File: config.mk
export PLATFORM = sky130hd
export DESIGN_NAME = ddr_dly_line_ctrl
export DESIGN_NICKNAME = d
export VERILOG_FILES = /design/src/rtl/ddr_dly_pkg.sv /design/src/rtl/ddr_dly_line_ctrl.sv
export SDC_FILE = /design/constraint.sdc
export NUM_CORES = 1
export LEC_CHECK = 0
export ABC_AREA = 1
export CAP_MARGIN = 0
export CORE_MARGIN = 1.5
export CORE_UTILIZATION = 40
export DETAILED_ROUTE_END_ITERATION = 12
export GPL_TIMING_DRIVEN = 1
export PLACE_DENSITY = 0.65
export SETUP_SLACK_MARGIN = 0.5
export SLEW_MARGIN = 15
export SYNTH_ARGS = -nofsm -noshare
export SYNTH_HDL_FRONTEND = slang
export SYNTH_SLANG_ARGS = --single-unit
File: constraint.sdc
create_clock -name FAB_CLK -period 2.35 [get_ports FAB_CLK]
set_clock_uncertainty 0.2 [all_clocks]
set_input_delay 0.47 -clock FAB_CLK [delete_from_list [all_inputs] [get_ports FAB_CLK]]
set_output_delay 0.47 -clock FAB_CLK [all_outputs]
set_load 0.005 [all_outputs]
File: src/rtl/ddr_dly_pkg.sv
// Shared op/status codes and FSM state encoding for the DDR IOD delay-line sequencer.
package ddr_dly_pkg;

  localparam logic [1:0] OP_LOAD = 2'b00;
  localparam logic [1:0] OP_MOVE = 2'b01;

  localparam logic [1:0] ST_OK      = 2'b00;
  localparam logic [1:0] ST_RANGE   = 2'b01;
  localparam logic [1:0] ST_ILLEGAL = 2'b10;

  typedef enum logic [2:0] {
    S_IDLE,
    S_SETUP,
    S_PULSE,
    S_GAP,
    S_LOADING,
    S_FINISH
  } state_e;

endpackage

File: src/rtl/ddr_dly_line_ctrl.sv
// Turns LOAD / MOVE-by-N commands into spaced single-cycle MOVE/LOAD pulses on one IOD lane,
// keeping a shadow tap count per lane and reporting steps issued and range aborts.
module ddr_dly_line_ctrl
  import ddr_dly_pkg::*;
#(
  parameter int unsigned NUM_LANES   = 3,
  parameter int unsigned TAP_W       = 8,
  parameter int unsigned MAX_TAP     = 255,
  parameter int unsigned INIT_TAP    = 1,
  parameter int unsigned GAP_CYCLES  = 2,
  parameter int unsigned LOAD_CYCLES = 1,
  localparam int unsigned LANE_W     = (NUM_LANES > 1) ? $clog2(NUM_LANES) : 1
) (
  input  logic                       FAB_CLK,
  input  logic                       SYNC_RST,
  input  logic                       CMD_VALID,
  output logic                       CMD_READY,
  input  logic [1:0]                 CMD_OP,
  input  logic [LANE_W-1:0]          CMD_LANE,
  input  logic                       CMD_DIR,
  input  logic [TAP_W-1:0]           CMD_COUNT,
  output logic                       DONE,
  output logic [1:0]                 DONE_STATUS,
  output logic [TAP_W-1:0]           DONE_STEPS,
  output logic [NUM_LANES*TAP_W-1:0] TAP_VAL,
  output logic [NUM_LANES-1:0]       DELAY_LINE_MOVE,
  output logic [NUM_LANES-1:0]       DELAY_LINE_DIRECTION,
  output logic [NUM_LANES-1:0]       DELAY_LINE_LOAD,
  input  logic [NUM_LANES-1:0]       DELAY_LINE_OUT_OF_RANGE
);

  localparam int unsigned HOLD_MAX = (GAP_CYCLES > LOAD_CYCLES) ? GAP_CYCLES : LOAD_CYCLES;
  localparam int unsigned CNT_W    = (HOLD_MAX > 1) ? $clog2(HOLD_MAX + 1) : 1;

  state_e                         state_q, state_d;
  logic [LANE_W-1:0]              lane_q, lane_d;
  logic                           dir_q, dir_d;
  logic                           is_load_q, is_load_d;
  logic [TAP_W-1:0]               cnt_q, cnt_d;
  logic [TAP_W-1:0]               steps_q, steps_d;
  logic [CNT_W-1:0]               hold_q, hold_d;
  logic [1:0]                     st_q, st_d;
  logic [NUM_LANES-1:0][TAP_W-1:0] tap_q, tap_d;
  logic [NUM_LANES-1:0]           move_q, move_d, dirl_q, dirl_d, load_q, load_d;
  logic                           ready_q, ready_d, done_q, done_d;
  logic [1:0]                     dstat_q, dstat_d;
  logic [TAP_W-1:0]               dsteps_q, dsteps_d;

  logic [NUM_LANES-1:0] lane_oh;
  logic [TAP_W-1:0]     cur_tap;
  logic                 blocked;
  logic                 decide;

  assign lane_oh = NUM_LANES'(1) << lane_q;
  assign cur_tap = tap_q[lane_q];
  // A step is refused if the IOD flags range or the shadow count sits at the end it would leave.
  assign blocked = DELAY_LINE_OUT_OF_RANGE[lane_q] |
                   (dir_q ? (cur_tap == TAP_W'(MAX_TAP)) : (cur_tap == '0));

  always_comb begin
    state_d   = state_q;
    lane_d    = lane_q;
    dir_d     = dir_q;
    is_load_d = is_load_q;
    cnt_d     = cnt_q;
    steps_d   = steps_q;
    hold_d    = hold_q;
    st_d      = st_q;
    tap_d     = tap_q;
    dirl_d    = dirl_q;
    dstat_d   = dstat_q;
    dsteps_d  = dsteps_q;
    move_d    = '0;
    load_d    = '0;
    done_d    = 1'b0;
    decide    = 1'b0;
    case (state_q)
      S_IDLE: begin
        if (CMD_VALID) begin
          lane_d    = CMD_LANE;
          dir_d     = CMD_DIR;
          cnt_d     = CMD_COUNT;
          steps_d   = '0;
          is_load_d = 1'b0;
          st_d      = ST_OK;
          if (CMD_OP[1] || (32'(CMD_LANE) >= NUM_LANES)) begin
            st_d    = ST_ILLEGAL;
            state_d = S_FINISH;
          end else if (CMD_OP == OP_LOAD) begin
            is_load_d = 1'b1;
            hold_d    = CNT_W'(LOAD_CYCLES - 1);
            state_d   = S_LOADING;
          end else begin
            state_d = S_SETUP;
          end
        end
      end
      S_SETUP: begin
        dirl_d = (dirl_q & ~lane_oh) | (dir_q ? lane_oh : '0);
        decide = 1'b1;
      end
      S_PULSE: begin
        move_d         = lane_oh;
        tap_d[lane_q]  = dir_q ? cur_tap + 1'b1 : cur_tap - 1'b1;
        cnt_d          = cnt_q - 1'b1;
        steps_d        = steps_q + 1'b1;
        hold_d         = CNT_W'(GAP_CYCLES - 1);
        state_d        = S_GAP;
      end
      S_GAP: begin
        if (hold_q != '0) hold_d = hold_q - 1'b1;
        else              decide = 1'b1;
      end
      S_LOADING: begin
        load_d = lane_oh;
        if (hold_q != '0) hold_d  = hold_q - 1'b1;
        else              state_d = S_FINISH;
      end
      S_FINISH: begin
        done_d   = 1'b1;
        dstat_d  = st_q;
        dsteps_d = steps_q;
        if (is_load_q) tap_d[lane_q] = TAP_W'(INIT_TAP);
        state_d  = S_IDLE;
      end
      default: state_d = S_IDLE;
    endcase
    // Pre-pulse decision shared by SETUP and the last GAP cycle.
    if (decide) begin
      if (cnt_q == '0) begin
        state_d = S_FINISH;
      end else if (blocked) begin
        st_d    = ST_RANGE;
        state_d = S_FINISH;
      end else begin
        state_d = S_PULSE;
      end
    end
    ready_d = (state_d == S_IDLE);
  end

  always_ff @(posedge FAB_CLK) begin
    if (SYNC_RST) begin
      state_q   <= S_IDLE;
      lane_q    <= '0;
      dir_q     <= 1'b0;
      is_load_q <= 1'b0;
      cnt_q     <= '0;
      steps_q   <= '0;
      hold_q    <= '0;
      st_q      <= ST_OK;
      tap_q     <= {NUM_LANES{TAP_W'(INIT_TAP)}};
      move_q    <= '0;
      dirl_q    <= '0;
      load_q    <= '0;
      ready_q   <= 1'b1;
      done_q    <= 1'b0;
      dstat_q   <= ST_OK;
      dsteps_q  <= '0;
    end else begin
      state_q   <= state_d;
      lane_q    <= lane_d;
      dir_q     <= dir_d;
      is_load_q <= is_load_d;
      cnt_q     <= cnt_d;
      steps_q   <= steps_d;
      hold_q    <= hold_d;
      st_q      <= st_d;
      tap_q     <= tap_d;
      move_q    <= move_d;
      dirl_q    <= dirl_d;
      load_q    <= load_d;
      ready_q   <= ready_d;
      done_q    <= done_d;
      dstat_q   <= dstat_d;
      dsteps_q  <= dsteps_d;
    end
  end

  assign CMD_READY            = ready_q;
  assign DONE                 = done_q;
  assign DONE_STATUS          = dstat_q;
  assign DONE_STEPS           = dsteps_q;
  assign TAP_VAL              = tap_q;
  assign DELAY_LINE_MOVE      = move_q;
  assign DELAY_LINE_DIRECTION = dirl_q;
  assign DELAY_LINE_LOAD      = load_q;

endmodule

Word-level counts from Yosys, hierarchy flattened --
Cells that the tools add are included.
Word-level totals: register bits 72, output and inout port bits 45
Cells by class: $add $sub $neg 5, order comparisons 3, eq/ne operators 11, shifts and indexed selects 1, multiplexer cells 40, bitwise gates (word level) 9, reductions and logical operators 19
Operators by type and width (count):
- 24-bit case mux with 2 select lines | 1
- 8-bit two-way mux | 5
- 8-bit case mux with 2 select lines | 2
- 24-bit bitwise mux | 1
- 24-bit two-way mux | 1
- 3-bit two-way mux | 8
- 21-bit bitwise AND | 1
- 21-bit inverter | 1
- 2-bit two-way mux | 10
- 8-bit by 1-bit adder with 8-bit output, second input constant | 2
- 8-bit binary-select mux with 2-bit select | 1
- 8-bit demux with 2-bit select | 1
- 8-bit logical NOT | 2
- 8-bit by 1-bit subtractor with 8-bit output, second input constant | 2
- 3-bit case mux with 4 select lines | 1
- 8-bit == test, second input constant | 1
- 2-bit inequality test, second input constant | 4
- 2-bit OR reduction | 4
- 3-bit by 2-bit == test with 1-bit output, second input constant | 2
- 3-bit == test, second input constant | 2
- 3-bit logical NOT | 2
- 1-bit two-way mux | 6
- 3-bit bitwise OR | 2
- 2-bit case mux with 3 select lines | 1
- other kinds (20) | 25

Logic depth before layout (Yosys ltp) --
depth in word-level cells 9, depth in mapped cells 15, gate-level depth less buffers 13

Worst setup path before layout --
OpenSTA, ideal clock, no wires.
kind register -> register, start point reg lane_q[1], end point reg tap_q, in the netlist TAP_VAL[6], arrival time 1951 ps, required time 2079 ps, path slack 128 ps, stages on the path, launching flop included 15, period minus slack after synthesis 2222 ps, cell sequence dfxtp_1 buf_6 nor2_8 buf_12 nand2_4 nand3_2 fa_1 nand3_1 nand2_1 nand2_1 nand2_1 a21oi_1 nand2b_1 nand4_1 a21oi_1
On the way: longest elaborated chain between the ends 8, elaborated cells between the ends (all ways) 15, classes of those cells add/sub: 2; order compare: 2; mux: 8; bitwise: 2; reduce/logical: 1
Ends and longest elaborated chain:
- start: declaration | line ddr_dly_line_ctrl.sv:36 | logic [LANE_W-1:0] lane_q, lane_d;
- start signal: assignment | line ddr_dly_line_ctrl.sv:162 | lane_q <= lane_d;
- branches (longest 7 deep; another with 8-bit by 1-bit subtractor with 8-bit output)
- 24-bit case mux with 2 select lines * | line ddr_dly_line_ctrl.sv:77 | case (state_q)
- end signal: assignment | line ddr_dly_line_ctrl.sv:152 | tap_q <= {NUM_LANES{TAP_W'(INIT_TAP)}};
- end signal: assignment | line ddr_dly_line_ctrl.sv:169 | tap_q <= tap_d;
- end: declaration | line ddr_dly_line_ctrl.sv:43 | logic [NUM_LANES-1:0][TAP_W-1:0] tap_q, tap_d;
Every way passes the cells marked *. The select of a mux whose other input is x is not followed. A chain may end at the register's enable or synchronous reset.

Final worst setup path --
start point reg lane_q[0], end point reg tap_q, in the netlist TAP_VAL[12]
Same word-level chain as after synthesis.

==> run_results.csv <==
group,metric,value,unit
worst_setup_path,required,2.38,ns
logic_synthesis,syn_nets,531,
power,ir_drop,0.455,mV
drt,dr_total_vias,3744,
worst_setup_path,cp_cell_sequence,"buf_6, nand3_4, nand3_4, fa_2, nand3_2, nand2_2, buf_4, o21ai_1, a21oi_4, nand2_1, a21oi_2",
logic_synthesis,synth-warning-count,0,
global_routing,gr-total-overflow,0,
power,power_density,1120,nW/um^2
floorplan,dieWidth,100,um
sta,period_needed,2.16,ns
drt,routed_wl,10900,um
worst_setup_path,worstPathMaxFanout,7,
clock_tree,htreeDepth,3,
placement,place_area,4680,um^2
logic_synthesis,ys_ff_latch,72,
finish,syn2layout_area_growth,43.9,%
power,leakagePower,2.62,nW
sta,period_share,0.921,
drt,drt_iter0_drc,117,
global_routing,grt_util_all_layers,0.227,
floorplan,dieArea,10000,um^2
finish,design_area,5420,um^2
logic_synthesis,synthFlopType,"dfxtp_1",
logic_synthesis,synth_edf_count,0,
flow_run,cap_violations,0,
logic_synthesis,syn_avg_cell_area,7.51,um^2
worst_setup_path,max_stage_delay,0.42,ns
worst_setup_path,critPathLaunchType,"flop",
drt,viasPerCell,5.23,
global_routing,groute.layer.met3.usage,0.0404,
sta,tightest_slew,0.429,ns
floorplan,rows,35,
run_status,status,"finished, final reports clean",
drt,wl_per_cell,15.2,um
worst_setup_path,end_kind,"flop",
sta,hold_ws,0.264,ns
global_routing,antenna_found_initial,0,
sta,rsz0062_at_grt,"yes",
logic_synthesis,ys_seq_area_frac,0.383,
placement,gp_congestion,0.865,
global_routing,grt_use_met2,0.379,
worst_setup_path,arrival,2.19,ns
sta,slew_viol_final,0,
clock_tree,insertion_delay,0.35,ns
global_routing,grtUsageMet1,0.288,
logic_synthesis,synth_area,3760,um^2
floorplan,coreArea,9200,um^2
clock_tree,postCtsHoldBufs,0,
global_routing,grt_pass1_wl,17800,um
drt,firstDrtPassIters,5,
floorplan,die_height,100,um
sta,fmax,462,MHz
floorplan,num_io_pins,64,
drt,drcViolationCount,0,
finish,final_cells,716,
min_path,hp-class,"flop to flop",
finish,fin_nets,631,
worst_setup_path,slowest_stage,"dfxtp_4",
clock_tree,clk_pin_slew,0.08,ns
logic_synthesis,synth_cell_types,42,
sta,slew_headroom,0.714,
placement,dp_hpwl,7700,um
global_routing,grt_max_degree,35,
sta,setup_violations,0,
finish,post_route_cells_drive_above_1_share,0.327,
clock_tree,cts_tree,"done",
drt,ant_nets,0,
finish,antenna_cells,0,
global_routing,busiest_layer,"met2",
clock_tree,cts_buffer_depth,2,
logic_synthesis,async_flop_share,0,
clock_tree,clkSinkCount,72,
global_routing,first_global_vias,3711,
clock_tree,cts_buffers,9,
worst_setup_path,cp_common_cell,"nand3_4",
clock_tree,ctsRootBufferMaster,"clkbuf_8",
placement,placed_cells,677,
floorplan,floorplan.initialDensity,0.409,
placement,portBuffers,63,
logic_synthesis,synthCells,501,
worst_setup_path,path_class,"flop to flop",
sta,hold_viol_final,0,
==> cell families after synthesis <==
logic type	synth area share
compound gates	0.163
xor+xnor	0.00930
fa+ha+maj	0.0386
buf+inv	0.0821
flops	0.383
simple gates	0.325
==> registers in the layout, indices dropped and copies added, names as in the netlist, named ones only <==
signal           count
TAP_VAL             24
DONE_STEPS           8
cnt_q                8
steps_q              8
DELAY_LINE_LOAD      3
DELAY_LINE_MOVE      3
state_q              3
DONE_STATUS          2
hold_q               2
lane_q               2
st_q                 2
CMD_READY            1
DONE                 1
dir_q                1
is_load_q            1
==> routing by layer <==
layer / share of wire / up-vias / wire length, um
met5: 0 / - / 0
met4: 0.020 / 0 / 222
met3: 0.046 / 18 / 501
met2: 0.48 / 114 / 5200
met1: 0.46 / 1739 / 4970
li1: - / 1873 / -
==> worst max-delay path: cells and delay by family (launching register included) <==
kind / cells / cell delay, ns
compound gates: 3 / 0.35
fa+ha+maj: 1 / 0.37
buf+inv: 2 / 0.30
flops: 1 / 0.42
simple gates: 5 / 0.39
==> where the power goes <==
group          total [mW]  internal [mW]  switching (mW)
clock network       0.882          0.406           0.476
logic                3.48           1.46            2.01
registers            1.70           1.47           0.226
total                6.06           3.34            2.72
==> stage by stage <==
stage	utilization	TNS [ns]	setup slack [ns]	power [mW]
2_1_floorplan	-	0	0.236	3.72
3_3_place_gp	0.508	0	0.0189	4.51
3_5_place_dp	0.508	-0.00685	-0.00685	4.54
4_1_cts	0.560	0	0.212	5.70
5_1_grt	0.589	0	0.0691	6.49
6_report	0.589	0	0.187	6.06
==> worst paths after layout <==
| path | slack [ns] | cells after the start | start | to |
|---|---|---|---|---|
| setup reg to reg | 0.19 | 11 | lane_q[0]$_SDFFE_PP0P_ | TAP_VAL[12]$_SDFFE_PP0P_ |
| setup / recovery | 0.19 | 11 | lane_q[0]$_SDFFE_PP0P_ | TAP_VAL[12]$_SDFFE_PP0P_ |
| hold reg to reg | 0.26 | 2 | hold_q[1]$_SDFFE_PP0P_ | hold_q[1]$_SDFFE_PP0P_ |
| hold / removal | 0.26 | 2 | hold_q[1]$_SDFFE_PP0P_ | hold_q[1]$_SDFFE_PP0P_ |
==> synth_stat cells, drive strengths merged, types with 4 or more instances <==
cell,count,share of area
nand4,16,0.028
dfxtp,72,0.38
ha,10,0.033
o21ai,34,0.046
inv,54,0.056
a21oi,57,0.079
clkbuf,10,0.010
buf,7,0.016
nand2,117,0.14
nand3,42,0.074
nor2,54,0.075
xor2,4,0.0093
==> final cells by class <==
cell class	count	area (um^2)
fillers	832	3780
repair buffers	106	980
flip-flops and latches	72	1500
inverters	54	224
clock inverters	3	18.8
well taps	111	139
clock buffers	12	145
multi-input cells	358	2420
==> timing repair <==
item | in CTS | in global routing
endpoints found under the setup margin | 72 | 62
pin swaps | 24 | 17
gates resized for setup | 102 | 56
setup buffers | 17 | 7
==> cell usage in the layout, fill, tap and decap left out, types with 5 or more instances in the layout <==
cell	count
nand2_1	90
dfxtp_1	43
nor2_1	40
inv_1	38
a21oi_1	38
buf_4	38
dlygate4sd2_1	32
o21ai_0	29
dfxtp_2	22
nand3_1	18
a21oi_2	17
clkdlybuf4s50_1	17
nand2_2	15
nand4_1	15
nand3_4	14
dlymetal6s2s_1	14
nand2_4	12
inv_2	11
nand3_2	10
clkbuf_8	10
dfxtp_4	7
nor2_4	6
nor2_2	5
ha_1	5
ha_4	5
Power figures use the tool's default switching activity.
